--- src/rtl/reset_sequencer.sv ---
// -----------------------------------------------------------------------------
// reset_sequencer
//   Multi-domain reset generator for the FPGA top level, between the PLL and the
//   SoC. Three reset sources are merged:
//     - PORESETn   : PLL-lock / board power-on reset. Asserts asynchronously,
//                    deasserts through a SYNC_STAGES-deep synchroniser.
//     - BTN_RST    : raw, bouncy pushbutton. Synchronised, then debounced.
//     - SW_RST_REQ : synchronous software request (level or 1-cycle pulse).
//   All NUM_OUT outputs assert together. They release in order RSTn_O[0],
//   RSTn_O[1], ... after a HOLD_CYCLES hold, STAGE_GAP cycles apart.
//
// Ports
//   CLK         in   single clock
//   PORESETn    in   async active-low master reset
//   BTN_RST     in   raw pushbutton, active high, asynchronous
//   SW_RST_REQ  in   synchronous software reset request
//   RSTn_O      out  [NUM_OUT] staged active-low resets, registered
//   BUSY        out  high whenever the sequencer is not in RUN
//   RST_CAUSE   out  [3] one-hot {SW,BTN,POR} cause of the last reset
//                    (present only with RESET_SEQ_CAUSE_EN defined)
//
// Optional feature macro: RESET_SEQ_CAUSE_EN (adds RST_CAUSE and its register).
// -----------------------------------------------------------------------------
module reset_sequencer #(
  parameter int NUM_OUT         = 3,
  parameter int HOLD_CYCLES     = 255,
  parameter int STAGE_GAP       = 16,
  parameter int DEBOUNCE_CYCLES = 1000,
  parameter int SYNC_STAGES     = 2
) (
  input  logic               CLK,
  input  logic               PORESETn,
  input  logic               BTN_RST,
  input  logic               SW_RST_REQ,
  output logic [NUM_OUT-1:0] RSTn_O,
  output logic               BUSY
`ifdef RESET_SEQ_CAUSE_EN
  ,
  output logic [2:0]         RST_CAUSE
`endif
);

  // Counters count 0..MAX-1 and are compared for equality, never wrapped.
  localparam int HW = (HOLD_CYCLES > 1)     ? $clog2(HOLD_CYCLES)     : 1;
  localparam int GW = (STAGE_GAP > 1)       ? $clog2(STAGE_GAP)       : 1;
  localparam int DW = (DEBOUNCE_CYCLES > 1) ? $clog2(DEBOUNCE_CYCLES) : 1;

  localparam logic [HW-1:0] HOLD_LAST = HW'((HOLD_CYCLES > 0) ? HOLD_CYCLES - 1 : 0);
  localparam logic [GW-1:0] GAP_LAST  = GW'((STAGE_GAP > 0) ? STAGE_GAP - 1 : 0);
  localparam logic [DW-1:0] DB_LAST   = DW'((DEBOUNCE_CYCLES > 0) ? DEBOUNCE_CYCLES - 1 : 0);

  // With no stage gap every output goes at once; with a single output the
  // first release is also the last.
  localparam bit               FIRST_DONE = (STAGE_GAP == 0) || (NUM_OUT == 1);
  localparam logic [NUM_OUT-1:0] FIRST_RSTN =
    (STAGE_GAP == 0) ? {NUM_OUT{1'b1}} : NUM_OUT'(1);

  typedef enum logic [1:0] {
    ST_ASSERT,
    ST_HOLD,
    ST_RELEASE,
    ST_RUN
  } state_t;

  // ---------------------------------------------------------------------------
  // Synchronisers. Both chains are cleared by PORESETn so the button reads as
  // released while the master reset is active.
  // ---------------------------------------------------------------------------
  logic [SYNC_STAGES-1:0] por_sync;
  logic [SYNC_STAGES-1:0] btn_sync;
  logic                   rst_sync;
  logic                   btn_s;

  always_ff @(posedge CLK or negedge PORESETn) begin
    if (!PORESETn) begin
      por_sync <= '0;
      btn_sync <= '0;
    end else begin
      por_sync <= {por_sync[SYNC_STAGES-2:0], 1'b1};
      btn_sync <= {btn_sync[SYNC_STAGES-2:0], BTN_RST};
    end
  end

  assign rst_sync = por_sync[SYNC_STAGES-1];
  assign btn_s    = btn_sync[SYNC_STAGES-1];

  // ---------------------------------------------------------------------------
  // Debounce: btn_db follows btn_s only after DEBOUNCE_CYCLES consecutive
  // disagreeing cycles; any agreeing cycle restarts the count.
  // ---------------------------------------------------------------------------
  logic          btn_db;
  logic [DW-1:0] db_cnt;

  always_ff @(posedge CLK or negedge PORESETn) begin
    if (!PORESETn) begin
      btn_db <= 1'b0;
      db_cnt <= '0;
    end else if (btn_s == btn_db) begin
      db_cnt <= '0;
    end else if (db_cnt == DB_LAST) begin
      btn_db <= btn_s;
      db_cnt <= '0;
    end else begin
      db_cnt <= db_cnt + 1'b1;
    end
  end

  // ---------------------------------------------------------------------------
  // Sequencer FSM
  // ---------------------------------------------------------------------------
  state_t             state;
  logic [NUM_OUT-1:0] rstn_q;
  logic               busy_q;
  logic [HW-1:0]      hold_cnt;
  logic [GW-1:0]      gap_cnt;
  logic               req;
  logic               fire0;
  logic [NUM_OUT-1:0] rstn_step;

  assign req = btn_db | SW_RST_REQ;

  // Released outputs always form a thermometer code from bit 0 upward, so the
  // next stage is produced by OR-ing in a left shift; the stage index k is the
  // number of ones in rstn_q.
  assign rstn_step = rstn_q | (rstn_q << 1);

  // Release of RSTn_O[0]: end of HOLD, or straight out of ASSERT when there is
  // no hold period at all.
  assign fire0 = !req &&
                 (((state == ST_ASSERT) && rst_sync && (HOLD_CYCLES == 0)) ||
                  ((state == ST_HOLD) && (hold_cnt == HOLD_LAST)));

  always_ff @(posedge CLK or negedge PORESETn) begin
    if (!PORESETn) begin
      state    <= ST_ASSERT;
      rstn_q   <= '0;
      busy_q   <= 1'b1;
      hold_cnt <= '0;
      gap_cnt  <= '0;
    end else begin
      unique case (state)
        ST_ASSERT: begin
          if (rst_sync && !req) state <= ST_HOLD;
        end
        ST_HOLD: begin
          if (!req) hold_cnt <= hold_cnt + 1'b1;
        end
        ST_RELEASE: begin
          if (!req) begin
            if (gap_cnt == GAP_LAST) begin
              gap_cnt <= '0;
              rstn_q  <= rstn_step;
              if (&rstn_step) begin
                state  <= ST_RUN;
                busy_q <= 1'b0;
              end
            end else begin
              gap_cnt <= gap_cnt + 1'b1;
            end
          end
        end
        ST_RUN: ;
      endcase

      if (fire0) begin
        rstn_q   <= FIRST_RSTN;
        hold_cnt <= '0;
        gap_cnt  <= '0;
        state    <= FIRST_DONE ? ST_RUN : ST_RELEASE;
        busy_q   <= !FIRST_DONE;
      end

      // A request in any state restarts the whole sequence; a partially
      // released set of outputs is pulled low again on the same edge.
      if (req) begin
        state    <= ST_ASSERT;
        rstn_q   <= '0;
        busy_q   <= 1'b1;
        hold_cnt <= '0;
        gap_cnt  <= '0;
      end
    end
  end

  assign RSTn_O = rstn_q;
  assign BUSY   = busy_q;

`ifdef RESET_SEQ_CAUSE_EN
  // Cause is captured only on entry to ASSERT, so a request held across
  // several cycles (or a second source joining in) does not overwrite it.
  logic [2:0] cause_q;

  always_ff @(posedge CLK or negedge PORESETn) begin
    if (!PORESETn) begin
      cause_q <= 3'b001;
    end else if (req && (state != ST_ASSERT)) begin
      cause_q <= btn_db ? 3'b010 : 3'b100;
    end
  end

  assign RST_CAUSE = cause_q;
`endif

endmodule

--- config.mk ---
export PLATFORM = sky130hd
export DESIGN_NAME = reset_sequencer
export DESIGN_NICKNAME = d
export VERILOG_FILES = /design/src/rtl/reset_sequencer.sv
export SDC_FILE = /design/constraint.sdc
export NUM_CORES = 1
export LEC_CHECK = 0
export BUFFER_PORTS_ARGS = -buffer_cell sky130_fd_sc_hd__buf_2
export CAP_MARGIN = 20
export CELL_PAD_IN_SITES_DETAIL_PLACEMENT = 1
export CELL_PAD_IN_SITES_GLOBAL_PLACEMENT = 2
export CORE_MARGIN = 4
export CORE_UTILIZATION = 42
export CTS_BUF_LIST = sky130_fd_sc_hd__clkbuf_4 sky130_fd_sc_hd__clkbuf_8
export CTS_CLUSTER_DIAMETER = 50
export DETAILED_ROUTE_END_ITERATION = 10
export PLACE_DENSITY_LB_ADDON = 0.1
export SLEW_MARGIN = 20
export SYNTH_ARGS = -nofsm -noshare
export SYNTH_HDL_FRONTEND = slang
export SYNTH_SLANG_ARGS = --single-unit
--- constraint.sdc ---
create_clock -name CLK -period 1.9 [get_ports CLK]
set_clock_uncertainty 0.15 [all_clocks]
set_input_delay 0.38 -clock CLK [delete_from_list [all_inputs] [get_ports CLK]]
set_output_delay 0.38 -clock CLK [all_outputs]
set_load 0.01 [all_outputs]
==> impl_metrics.yaml <==
yosys:
  synth.avg_cell_area_um2: 10.7
  synth_common_cells: "dfrtp_1, nor2_1, a21oi_1, o21ai_0"
  yosysMostFrequentCell: "dfrtp_1"
  ys.flop_type: "dfrtp_1"
  yosys_warnings: 0
  synth_fp_nets: 155
  synth_seq_cells: 33
  synth_top_area_frac: 0.510
  syn_inst: 147
  synth.area.top_cells: "dfrtp_1, a21oi_1, nor2_1"
  async_reset_ff_frac: 1.00
  yosysUniqueCellTypes: 41
  synth_edf_count: 0
  yosysSeqAreaShare: 0.527
  yosysTopAreaCell: "dfrtp_1"
  synth.cell_area_mm2: 0.00157
pwr:
  p_per_area_mw_per_mm2: 777
  ir_drop_mv: 0.533
  p_leak_uw: 0.000777
critical_path:
  cp_data_required_time_ns: 1.92
  path_cells: "inv_1 -> ha_1 -> nand2_1 -> o31ai_1 -> buf_4 -> o21ba_2"
  setup.worst_path.start_class: "flip-flop"
  crit_path_max_incr_delay_ns: 0.45
  critical_path_class: "flip-flop to flip-flop"
  critPathMaxFanout: 13
  arrival_ns: 1.78
  worstSetupEndpointType: "flip-flop"
  slowest_stage: "dfrtp_1"
  rr_worst_depth: 6
detailed_routing:
  drc_errors: 0
  drt-total-wl_mm: 3.18
  vias_per_cell: 5.61
  drt_iter0_drc: 80
  wl_per_cell_um: 15.1
  via_count: 1183
  antenna_left: 0
  drt_first_pass_iters: 4
place:
  dp_hpwl_mm: 2.31
  gp_congestion: 0.809
  dp_slack_ns: 0.156
  placed_area_mm2: 0.00168
  dp.cells: 202
  numPortBuffers: 7
die:
  core.rowCount: 21
  die-width_um: 69.1
  ios: 8
  die_y_um: 69.1
  die-area_mm2: 0.00478
  start_util: 0.453
  core_mm2: 0.00347
clock_tree:
  post_cts_buffers: 0
  cts_resized: 0
  cts_tree: "done"
  cts_root_buffer: "clkbuf_8"
  clock_path_buffers: 2
  cts.clk_slew.worst_paths_ns: 0.07
  htreeDepth: 2
  cts_sinks: 33
  cts_made_buffers: 5
  insertion_delay_ns: 0.28
timing:
  setup_viol: 0
  slew_violations: 0
  hold_viol: 0
  hold_slack_ns: 0.0510
  fmax_mhz: 569
  rsz0062_at_grt: "false"
  finalCriticalPeriod_ns: 1.76
  fin_crit_sh: 0.925
  fin_setup_tns_ns: 0
  fin_ws_ns: 0.142
grt:
  grt_max_degree: 34
  grt_pass1_wl_mm: 5.83
  grt_pass1_vias: 1237
  antenna_found_initial: 0
  grt.overflow.total: 0
  grt_util_all_layers: 0.152
cells_and_area:
  nets: 172
  antenna_cells: 0
  drive_above_1_share: 0.176
  layout.cells.non_filler: 211
  areaGrowthSynthToFinish_pct: 13.9
  postLayoutCellArea_mm2: 0.00179
worst_hold_path:
  min_path_cells: 1
  hold_class: "input port to flip-flop"
run:
  cap_viol_max_count: 0
status:
  status: "completed"
[state kept, by name, summed over array words and instances, names as in the netlist]
signal	flops
db_cnt	10
hold_cnt	8
gap_cnt	4
RSTn_O	3
btn_sync	2
por_sync	2
state	2
BUSY	1
btn_db	1
[final cells by class]
class | count | area (µm²)
Clock buffer | 7 | 96.3
Clock inverter | 1 | 5.00
Fill cell | 402 | 1680
Inverter | 6 | 22.5
Multi-Input combinational cell | 106 | 704
Sequential cell | 33 | 827
Tap cell | 46 | 57.6
Timing Repair Buffer | 12 | 75.1
[through the flow]
stage | total power, µW | utilization
finish | 1390 | 0.516
global route | 1460 | 0.516
CTS | 1410 | 0.516
detailed placement | 823 | 0.483
global placement | 819 | 0.483
floorplan | 785 | -
[kinds of logic (layout without fill, tap and decap cells)]
kind of cell               count (synthesis)  count (layout)  share of synthesized area
AOI/OAI and AO/OA                         44              44                      0.186
xor gates and xnor gates                   7               7                     0.0390
adders and majority gates                  4               4                     0.0319
buffers and inverters                      8              26                     0.0247
DFF                                       33              33                      0.527
muxes                                      2               2                     0.0135
other                                      1               1                    0.00239
and+or+nand+nor                           48              48                      0.176
[power by group]
part | internal, µW | leakage, µW | switching, µW
combinational | 30.4 | 0.000279 | 43.8
clock | 327 | 0.0000542 | 253
sequential | 718 | 0.000443 | 17.5
total | 1080 | 0.000777 | 314
[path summary, 6_finish.rpt]
check                         endpoint        start  slack, ns
max                          RSTn_O[1]  hold_cnt[0]       0.14
min                        btn_sync[0]      BTN_RST       0.05
max reg2reg                  RSTn_O[1]  hold_cnt[0]       0.14
min reg2reg                por_sync[1]  por_sync[0]       0.20
max in group asynchronous         BUSY     PORESETn       0.76
min in group asynchronous    db_cnt[5]     PORESETn       0.50
[what timing repair did]
| action | 4_1_cts | 5_1_grt |
|---|---|---|
| hold buffers | 1 | 0 |
| hold endpoints to repair | 32 | 0 |
| setup endpoints to repair | 0 | 0 |
[routing by layer]
metal | GRT usage | vias up | wire length (µm)
li1 | - | 571 | -
met1 | 0.206 | 592 | 1610
met2 | 0.222 | 13 | 1420
met3 | 0.0480 | 7 | 88
met4 | 0.0651 | 0 | 57
met5 | 0 | - | 0
[cells in the final DEF (no fill, tap or decap), types with 4 or more instances in the layout]
master,instances
nand2_1,6
inv_1,6
nor2_1,14
a21oi_1,12
buf_2,7
clkbuf_8,7
o31ai_1,5
xor2_1,4
o21ai_0,10
buf_4,4
nand3_1,4
dfrtp_1,32
ha_1,4
or3_1,4
nand4_1,4
[critical path: cells and delay by family, from the launching register on]
kind | cells | cell delay (ns)
fa+ha+maj | 1 | 0.19
simple gates | 1 | 0.11
flops | 1 | 0.45
compound gates | 2 | 0.43
buf+inv | 2 | 0.32
Note: power is estimated with default switching activity, not from simulation.
